`config.mk`:
```
export PLATFORM = sky130hd
export DESIGN_NAME = id_ex_stage
export DESIGN_NICKNAME = d
export VERILOG_FILES = /design/src/rtl/id_ex_stage.sv
export SDC_FILE = /design/constraint.sdc
export NUM_CORES = 1
export LEC_CHECK = 0
export CAP_MARGIN = 10
export CORE_MARGIN = 2
export CORE_UTILIZATION = 45
export DETAILED_ROUTE_END_ITERATION = 8
export GPL_ROUTABILITY_DRIVEN = 1
export MAX_ROUTING_LAYER = met4
export PLACE_DENSITY = 0.86
export SKIP_LAST_GASP = 1
export SLEW_MARGIN = 30
export SYNTH_ARGS = -nofsm -noshare
export SYNTH_HDL_FRONTEND = slang
export SYNTH_SLANG_ARGS = --single-unit
```
`constraint.sdc`:
```
create_clock -name clk -period 9.49 [get_ports clk]
set_input_delay 1.898 -clock clk [delete_from_list [all_inputs] [get_ports clk]]
set_output_delay 1.898 -clock clk [all_outputs]
set_load 0.005 [all_outputs]
```
`src/rtl/id_ex_stage.sv`:
```
// rtl/id_ex_stage.sv - ID/EX pipeline register with load-use bubble, WB bypass, flush squash and
// saturating stall/flush counters.
module id_ex_stage #(
  parameter int DATA_W = 32,
  parameter int REG_AW = 5,
  parameter int CNT_W  = 16
) (
  input  logic              clk,
  input  logic              reset,
  input  logic              id_valid,
  input  logic [REG_AW-1:0] id_rs,
  input  logic [REG_AW-1:0] id_rt,
  input  logic [REG_AW-1:0] id_rd,
  input  logic [DATA_W-1:0] id_rdata1,
  input  logic [DATA_W-1:0] id_rdata2,
  input  logic [DATA_W-1:0] id_imm,
  input  logic [3:0]        id_alu_op,
  input  logic              id_reg_write,
  input  logic              id_mem_read,
  input  logic              id_mem_write,
  input  logic [REG_AW-1:0] wb_rd,
  input  logic              wb_write_en,
  input  logic [DATA_W-1:0] wb_write_data,
  input  logic              flush,
  output logic              hazard_stall,
  output logic              ex_valid,
  output logic [REG_AW-1:0] ex_rs,
  output logic [REG_AW-1:0] ex_rt,
  output logic [REG_AW-1:0] ex_rd,
  output logic [DATA_W-1:0] ex_op_a,
  output logic [DATA_W-1:0] ex_op_b,
  output logic [DATA_W-1:0] ex_imm,
  output logic [3:0]        ex_alu_op,
  output logic              ex_reg_write,
  output logic              ex_mem_read,
  output logic              ex_mem_write,
  output logic [CNT_W-1:0]  stall_cnt,
  output logic [CNT_W-1:0]  flush_cnt
);

  localparam logic [CNT_W-1:0] CNT_ONE = CNT_W'(1);
  localparam logic [CNT_W-1:0] CNT_MAX = '1;

  logic              load_use;
  logic              bubble;
  logic [DATA_W-1:0] op_a_sel;
  logic [DATA_W-1:0] op_b_sel;

  // A load in EX whose target feeds the ID instruction cannot be forwarded in time.
  assign load_use = ex_valid && ex_mem_read && (ex_rd != '0) && id_valid &&
                    ((ex_rd == id_rs) || (ex_rd == id_rt));
  assign hazard_stall = load_use && !flush;
  assign bubble       = flush || load_use;

  // The regfile writes on the same edge we capture, so WB data must bypass the read port.
  always_comb begin
    op_a_sel = id_rdata1;
    if (id_rs == '0)
      op_a_sel = '0;
    else if (wb_write_en && (wb_rd == id_rs))
      op_a_sel = wb_write_data;

    op_b_sel = id_rdata2;
    if (id_rt == '0)
      op_b_sel = '0;
    else if (wb_write_en && (wb_rd == id_rt))
      op_b_sel = wb_write_data;
  end

  always_ff @(posedge clk or posedge reset) begin
    if (reset) begin
      ex_valid     <= 1'b0;
      ex_rs        <= '0;
      ex_rt        <= '0;
      ex_rd        <= '0;
      ex_op_a      <= '0;
      ex_op_b      <= '0;
      ex_imm       <= '0;
      ex_alu_op    <= '0;
      ex_reg_write <= 1'b0;
      ex_mem_read  <= 1'b0;
      ex_mem_write <= 1'b0;
    end else if (bubble) begin
      // Datapath fields hold; only the valid/side-effect bits matter for a bubble.
      ex_valid     <= 1'b0;
      ex_reg_write <= 1'b0;
      ex_mem_read  <= 1'b0;
      ex_mem_write <= 1'b0;
    end else begin
      ex_valid     <= id_valid;
      ex_rs        <= id_rs;
      ex_rt        <= id_rt;
      ex_rd        <= id_rd;
      ex_op_a      <= op_a_sel;
      ex_op_b      <= op_b_sel;
      ex_imm       <= id_imm;
      ex_alu_op    <= id_alu_op;
      ex_reg_write <= id_reg_write && id_valid;
      ex_mem_read  <= id_mem_read && id_valid;
      ex_mem_write <= id_mem_write && id_valid;
    end
  end

  always_ff @(posedge clk or posedge reset) begin
    if (reset) begin
      stall_cnt <= '0;
      flush_cnt <= '0;
    end else begin
      if (hazard_stall && (stall_cnt != CNT_MAX))
        stall_cnt <= stall_cnt + CNT_ONE;
      if (flush && (flush_cnt != CNT_MAX))
        flush_cnt <= flush_cnt + CNT_ONE;
    end
  end

endmodule

```
== Word level (Yosys, flattened, before mapping) ==
Cells that the tools add are included.
Word-level totals
  flip-flop bits (word level): 151
  output and inout port bits: 152
  word-level logic and storage cells: 47
Operators by class
  $add $sub $neg: 2
  equality and inequality tests: 6
  mux-type cells: 8
  reductions and logical operators: 18
Operator list (count)
  2-to-1 mux 32 bit: 4
  adder 16 x 1 -> 16 bit (second input constant): 2
  != test 16 bit (second input constant): 2
  == test 5 bit: 4
  logical AND 1 bit: 12
  logical NOT 5 bit: 2
  nonzero test 5 bit: 1
  2-to-1 mux 1 bit: 4
  logical OR 1 bit: 2
  logical NOT 1 bit: 1

== Longest topological paths before layout ==
Gate-level depths: netlist (run 1).
  word-level depth: 6
  depth in mapped cells: 8

== Worst setup path before layout (run 1) ==
No wires, ideal clock.
  kind: input -> output
  from: in id_rs[2]
  to: out hazard_stall
  arrival time: 2.515 ns
  required time: 7.592 ns
  path slack: 5.077 ns
  cell stages on the path: 4
  cell sequence: xor2_1 > nor3_1 > a22oi_2 > nor2_1
Between the ends
  longest elaborated chain between the ends: 4
Ends and longest elaborated chain
  start: declaration: line 11  | input logic [REG_AW-1:0] id_rs,
  == test 5 bit: line 51  | ((ex_rd == id_rs) || (ex_rd == id_rt));
  logical OR 1 bit: line 51
  logical AND 1 bit: line 50  | assign load_use = ex_valid && ex_mem_read && (ex_rd != '0) && id_valid &&
  logical AND 1 bit: line 52  | assign hazard_stall = load_use && !flush;
  end: declaration: line 25  | output logic hazard_stall,
Every way passes these cells.

== Worst setup path in the final report (run 1) ==
Ends and elaborated chain as after synthesis.

==> impl_metrics.csv, run 1 <==
group,metric,value,unit
status,status,"finished clean",
setup_path,start_kind,"input pin",
sta,worst_pin_slew,893,ps
setup_path,crit_type,"input pin to output port",
synth,syn_area_per_cell,11.9,um^2
clock_network,cts_root_buf,"clkbuf_16",
floorplan,rows,45,
layout,post-route-util,71.4,%
setup_path,cp.arrival,3700,ps
clock_network,h-tree-depth,4,
route,wl,20.8,mm
setup_path,worst_ep_required_time,7590,ps
synth,synth_warnings,0,
synth,synth_compound_area_share,7.78,%
sta,tns,0,ps
global_route,antenna_found_initial,1,
sta,hold_viol_final,0,
global_route,grt_max_degree,100,
synth,synth_edf_count,0,
placement,dpl_cell_area,10100,um^2
synth,synth_mux_area_share,17.8,%
global_route,grt.total_usage,26.4,%
synth,synthCells,579,
sta,finalSetupViolations,0,
clock_network,clkSlewWorstSetupHoldPaths,60,ps
synth,synth_fp_nets,741,
route,drt-initial-drc-count,305,
route,via_per_inst,5.33,
setup_path,cp_max_fo,4,
sta,rsz0062_at_grt,"no",
synth,synth_cell_types,34,
global_route,overflow,0,
route,drtPass1Iterations,5,
synth,ys_seq_elements,151,
sta,drv_slew,0,
clock_network,cts_buffer_depth,2,
global_route,grt_first_pass_wirelength,32.1,mm
setup_path,rrSetupSlack,6940,ps
route,routed_wire_length_per_instance,19.2,um
clock_network,numCtsBuffers,17,
layout,post-route-cell-area,10800,um^2
synth,mappedNetlistArea,6900,um^2
synth,synth-seq-area-share,54.7,%
route,dr.max_layer_used,"met4",
global_route,grt_pass1_vias,5914,
setup_path,end_kind,"output port",
route,vias,5765,
sta,timing.fmax,179,MHz
synth,async_flop_share,100,%
layout,nets,1042,
route,wirelength_met1,8.18,mm
synth,synth-main-ff-cell,"dfrtp_1",
hold_path,hp-class,"flop to flop",
sta,fin_worst_skew,10.8,ps
floorplan,initial_utilization,45.7,%
clock_network,cts.sinks,151,
layout,drive_gt1_share,11.1,%
floorplan,io-pin-count,312,
sta,post-route-period-util,59.0,%
floorplan,dieArea,16300,um^2
floorplan,die_x,128,um
clock_network,cts_resized,0,
route,wl_met2,10.5,mm
run,maxCapViolCount,0,
route,dr_wl_met3,1.57,mm
pwr,p_leak,4.31,nW
placement,dp_hpwl,15.0,mm
clock_network,cts_tree,"yes",
pwr,ir_drop,0.000114,V
sta,period_needed,5600,ps
synth,synth-adder-area-share,0.363,%
clock_network,postCtsHoldBufs,0,
clock_network,clkLatencyLatePin,420,ps
pwr,p_per_area,168,nW/um^2
synth,synth_top_family_by_area,"multiplexers",
route,antenna_left,0,
route,drc_errors,0,
sta,maxSlewHeadroom,40.5,%
floorplan,die_height,128,um
placement,place_ws,3910,ps
clock_network,postCtsSetupBuffers,0,
floorplan,core-area,15100,um^2
synth,yosys.area_share.simple,10.2,%
layout,syn_to_final_growth,56.1,%
sta,layout_setup_ws,3890,ps
placement,io_buffer_count,311,
pwr,finalPower,1.81,mW
placement,gp_congestion,0.823,
synth,synth-xor-area-share,6.35,%
==> state kept, by name, summed over array words and instances (netlist names), 4 cells and up <==
register / flops
ex_alu_op: 4
ex_imm: 32
ex_op_a: 32
ex_op_b: 32
ex_rd: 5
ex_rs: 5
ex_rt: 5
flush_cnt: 16
stall_cnt: 16
==> synth_stat cells (2+ instances only) <==
cell / count / share of area (%)
and2_1: 2 / 0.18
and3_1: 9 / 0.82
buf_2: 20 / 1.5
buf_4: 6 / 0.65
clkbuf_1: 7 / 0.38
dfrtp_1: 151 / 55
ha_1: 2 / 0.36
inv_1: 2 / 0.11
mux2_2: 52 / 8.5
mux2i_1: 64 / 9.3
nand2_1: 84 / 4.6
nand3_1: 14 / 1.0
nand4_1: 12 / 1.1
nor2_1: 11 / 0.60
nor3_1: 8 / 0.58
nor4_1: 5 / 0.45
o31ai_1: 64 / 7.0
or4_1: 2 / 0.22
xnor2_1: 24 / 3.0
xor2_1: 26 / 3.3
==> layout by cell type (no fill, tap or decap), drive strengths merged, types with 3 or more instances in the layout <==
cell           count
clkinvlp           4
clkinv             5
bufinv             3
xnor2             24
o31ai             64
nor4               6
buf                6
and3               9
nand3             14
xor2              26
nand2             84
inv                3
nand4             12
clkbuf            19
clkdlybuf4s50    311
nor2              11
nor3               8
dfrtp            151
mux2i             64
mux2              52
==> metal layers <==
metal,vias up,GRT usage (%)
li1,2668,-
met1,2818,31.1
met2,250,43.7
met3,29,7.18
met4,0,9.70
met5,-,-
==> metrics by stage <==
stage	instances	hold WS [ps]
2_1_floorplan	579	471
6_report	1082	476
4_1_cts	1081	479
3_5_place_dp	1049	465
3_3_place_gp	1049	459
5_1_grt	1082	504
==> critical path, cell delays in order <==
cell,delay [ps]
clkdlybuf4s50_1,480
xor2_1,190
nor3_1,240
a22oi_2,200
nor2_1,170
clkdlybuf4s50_1,520
==> cell families (layout without fill, tap and decap cells) <==
| kind of cell | after synthesis | in the layout |
|---|---|---|
| AND/OR/NAND/NOR | 153 | 153 |
| flip-flops | 151 | 151 |
| multiplexers | 116 | 116 |
| AO/OA/AOI/OAI | 70 | 70 |
| XOR/XNOR | 50 | 50 |
| buffers and inverters | 37 | 351 |
| adder cells (fa/ha/maj) | 2 | 2 |
| other | 0 | 1 |
==> power by group <==
part           total [mW]  switching [mW]  internal, mW
clock network       0.703           0.272         0.430
logic               0.349           0.127         0.223
registers           0.760          0.0520         0.708
==> cell type report <==
class / instances / area, um^2
tap: 188 / 235
multi-input combinational: 391 / 2950
timing repair buffer: 317 / 3170
sequential: 151 / 3780
inverter: 2 / 12.5
clock inverter: 13 / 173
clock buffer: 19 / 453
fill: 1084 / 4320
antenna: 1 / 2.50
==> path summary, 6_finish.rpt <==
path,from,end,cells after the start
min reg2reg,ex_op_a[10]$_DFFE_PP0N_,ex_op_a[10]$_DFFE_PP0N_,2
max reg2reg,ex_rd[2]$_DFFE_PP0N_,ex_imm[27]$_DFFE_PP0N_,6
min,ex_op_a[10]$_DFFE_PP0N_,ex_op_a[10]$_DFFE_PP0N_,2
min in group asynchronous,reset,ex_imm[14]$_DFFE_PP0N_,2
max in group asynchronous,reset,ex_op_a[27]$_DFFE_PP0N_,3
max,id_rs[2],hazard_stall,6
Note: power is estimated with default switching activity, not from simulation.
==> inputs of run 2 (changes only) <==
- CORE_UTILIZATION: 45 -> 38
- PLACE_DENSITY: 0.86 -> 0.77
- clock period: 9.49 -> 4.7 ns (I/O delays scaled with it)
==> impl_metrics.csv, run 2 (synthesis results as in run 1) <==
group,metric,value,unit
clock_network,cts_resized,0,
clock_network,numCtsBuffers,17,
sta,drv_slew,0,
pwr,p_clk_share,39.0,%
setup_path,crit_path_end,"hazard_stall",
pwr,comb_power_share,19.2,%
setup_path,rr_worst_depth,6,
setup_path,r2r_end,"ex_imm[14]$_DFFE_PP0N_",
hold_path,hp-class,"flop to flop",
floorplan,rows,49,
clock_network,cts_buffer_depth,2,
sta,worst_pin_slew,658,ps
sta,layout_setup_ws,1040,ps
floorplan,dieArea,19300,um^2
floorplan,core-area,17900,um^2
route,routed_wire_length_per_instance,18.0,um
sta,period_needed,3660,ps
clock_network,cts_root_buf,"clkbuf_16",
pwr,p_sw,0.900,mW
setup_path,reg2reg_from,"ex_rd[2]$_DFFE_PP0N_",
setup_path,cp-startpoint,"id_rs[0]",
placement,dp_hpwl,14.6,mm
clock_network,clkLatencyLatePin,420,ps
pwr,p_int,2.76,mW
layout,multi_input_area,2950,um^2
pwr,p_leak,4.32,nW
sta,maxSlewHeadroom,56.0,%
setup_path,crit_type,"input pin to output port",
layout,nets,1045,
global_route,grt_pass1_vias,5828,
global_route,grt_max_degree,124,
layout,layout_commonest_cell,"clkdlybuf4s50_1",
sta,rsz0062_at_grt,"no",
route,via_per_inst,5.01,
layout,diodes,0,
global_route,antenna_found_initial,0,
placement,place_ws,1030,ps
pwr,p_per_area,337,nW/um^2
route,wl,20.3,mm
clock_network,clkSlewWorstSetupHoldPaths,60,ps
global_route,overflow,0,
pwr,p_seq_share,41.8,%
global_route,grt.total_usage,21.6,%
route,antenna_left,0,
setup_path,start_kind,"input pin",
pwr,swShare,24.6,%
setup_path,end_kind,"output port",
placement,io_buffer_count,311,
layout,regArea,3780,um^2
route,drt-initial-drc-count,230,
sta,finalSetupViolations,0,
sta,post-route-period-util,77.9,%
clock_network,h-tree-depth,4,
layout,layout_common_cells,"clkdlybuf4s50_1, dfrtp_1, nand2_1",
sta,fin_hold_ws,475,ps
route,wl_met2,9.90,mm
layout,n_fill_cell,1521,
clock_network,postCtsHoldBufs,0,
floorplan,die_x,139,um
sta,fin_worst_skew,9.15,ps
layout,drive_gt1_share,11.2,%
floorplan,die_height,139,um
status,status,"finished clean",
route,vias,5631,
setup_path,cp_max_fo,4,
sta,timing.fmax,273,MHz
route,wirelength_met1,8.65,mm
route,dr_wl_met3,1.42,mm
setup_path,worst_ep_required_time,3760,ps
floorplan,io-pin-count,312,
route,drc_errors,0,
sta,tns,0,ps
setup_path,cp.arrival,2720,ps
setup_path,rrSetupSlack,2280,ps
global_route,grt_first_pass_wirelength,32.2,mm
route,dr.max_layer_used,"met4",
sta,hold_viol_final,0,
clock_network,postCtsSetupBuffers,0,
clock_network,cts.sinks,151,
placement,gp_congestion,0.815,
layout,reg.largest.list,"ex_imm x32, ex_op_a x32, ex_op_b x32",
pwr,ir_drop,0.000239,V
clock_network,cts_tree,"yes",
route,drtPass1Iterations,6,
run,maxCapViolCount,0,
floorplan,initial_utilization,38.6,%
layout,syn_to_final_growth,57.3,%
run 2: changes by cell type in the layout (fill, tap and decap cells not counted), sizes merged:
cell      before  now
clkinv         5    1
clkbuf        19   21
inv            3    2
diode          1    0
buf            6    9
clkinvlp       4    6
run 2: routing by layer:
| layer | vias to the layer above | track usage, % |
|---|---|---|
| met5 | - | - |
| met4 | 0 | 6.01 |
| met3 | 24 | 6.15 |
| met2 | 219 | 34.8 |
| met1 | 2714 | 26.9 |
| li1 | 2674 | - |
run 2: cell type report:
cell class | count | share of cell area (%)
timing repair buffer | 320 | 29.6
multi-input combinational | 391 | 27.1
tap | 229 | 2.64
clock buffer | 21 | 4.33
clock inverter | 10 | 1.34
inverter | 2 | 0.104
sequential | 151 | 34.8
run 2: per-stage QoR:
stage	power [mW]	utilization [%]	cells	cell area (um^2)
final	3.66	60.6	1124	10900
after global routing	3.81	60.6	1124	10900
after CTS	3.71	60.6	1124	10900
after detailed placement	2.26	57.2	1093	10200
after global placement	2.25	57.2	1093	10200
after floorplan	1.78	-	579	6910
run 2: worst min-delay path by stage:
| stage | to | depth (start not counted) | from |
|---|---|---|---|
| 2_1_floorplan | ex_op_b[0]$_DFFE_PP0N_ | 2 | ex_op_b[0]$_DFFE_PP0N_ |
| 5_1_grt | ex_op_a[27]$_DFFE_PP0N_ | 2 | ex_op_a[27]$_DFFE_PP0N_ |
| 3_3_place_gp | ex_op_b[7]$_DFFE_PP0N_ | 2 | ex_op_b[7]$_DFFE_PP0N_ |
| 4_1_cts | ex_op_a[22]$_DFFE_PP0N_ | 2 | ex_op_a[22]$_DFFE_PP0N_ |
| 3_5_place_dp | ex_op_a[30]$_DFFE_PP0N_ | 2 | ex_op_a[30]$_DFFE_PP0N_ |
| 6_report | ex_op_b[28]$_DFFE_PP0N_ | 2 | ex_op_b[28]$_DFFE_PP0N_ |
run 2: critical path: stages:
cell and delay (ps):
clkdlybuf4s50_1 510, xor2_1 200, nor3_1 230, a22oi_2 190
nor2_1 140, clkdlybuf4s50_1 500
run 2: power by group through the flow:
| stage | clock network (mW) | logic [mW] | registers, mW |
|---|---|---|---|
| after global placement | 0 | 0.701 | 1.55 |
| after CTS | 1.46 | 0.712 | 1.53 |
| after detailed placement | 0 | 0.708 | 1.55 |
| after floorplan | 0 | 0.229 | 1.55 |
| final | 1.43 | 0.701 | 1.53 |
| after global routing | 1.51 | 0.759 | 1.55 |
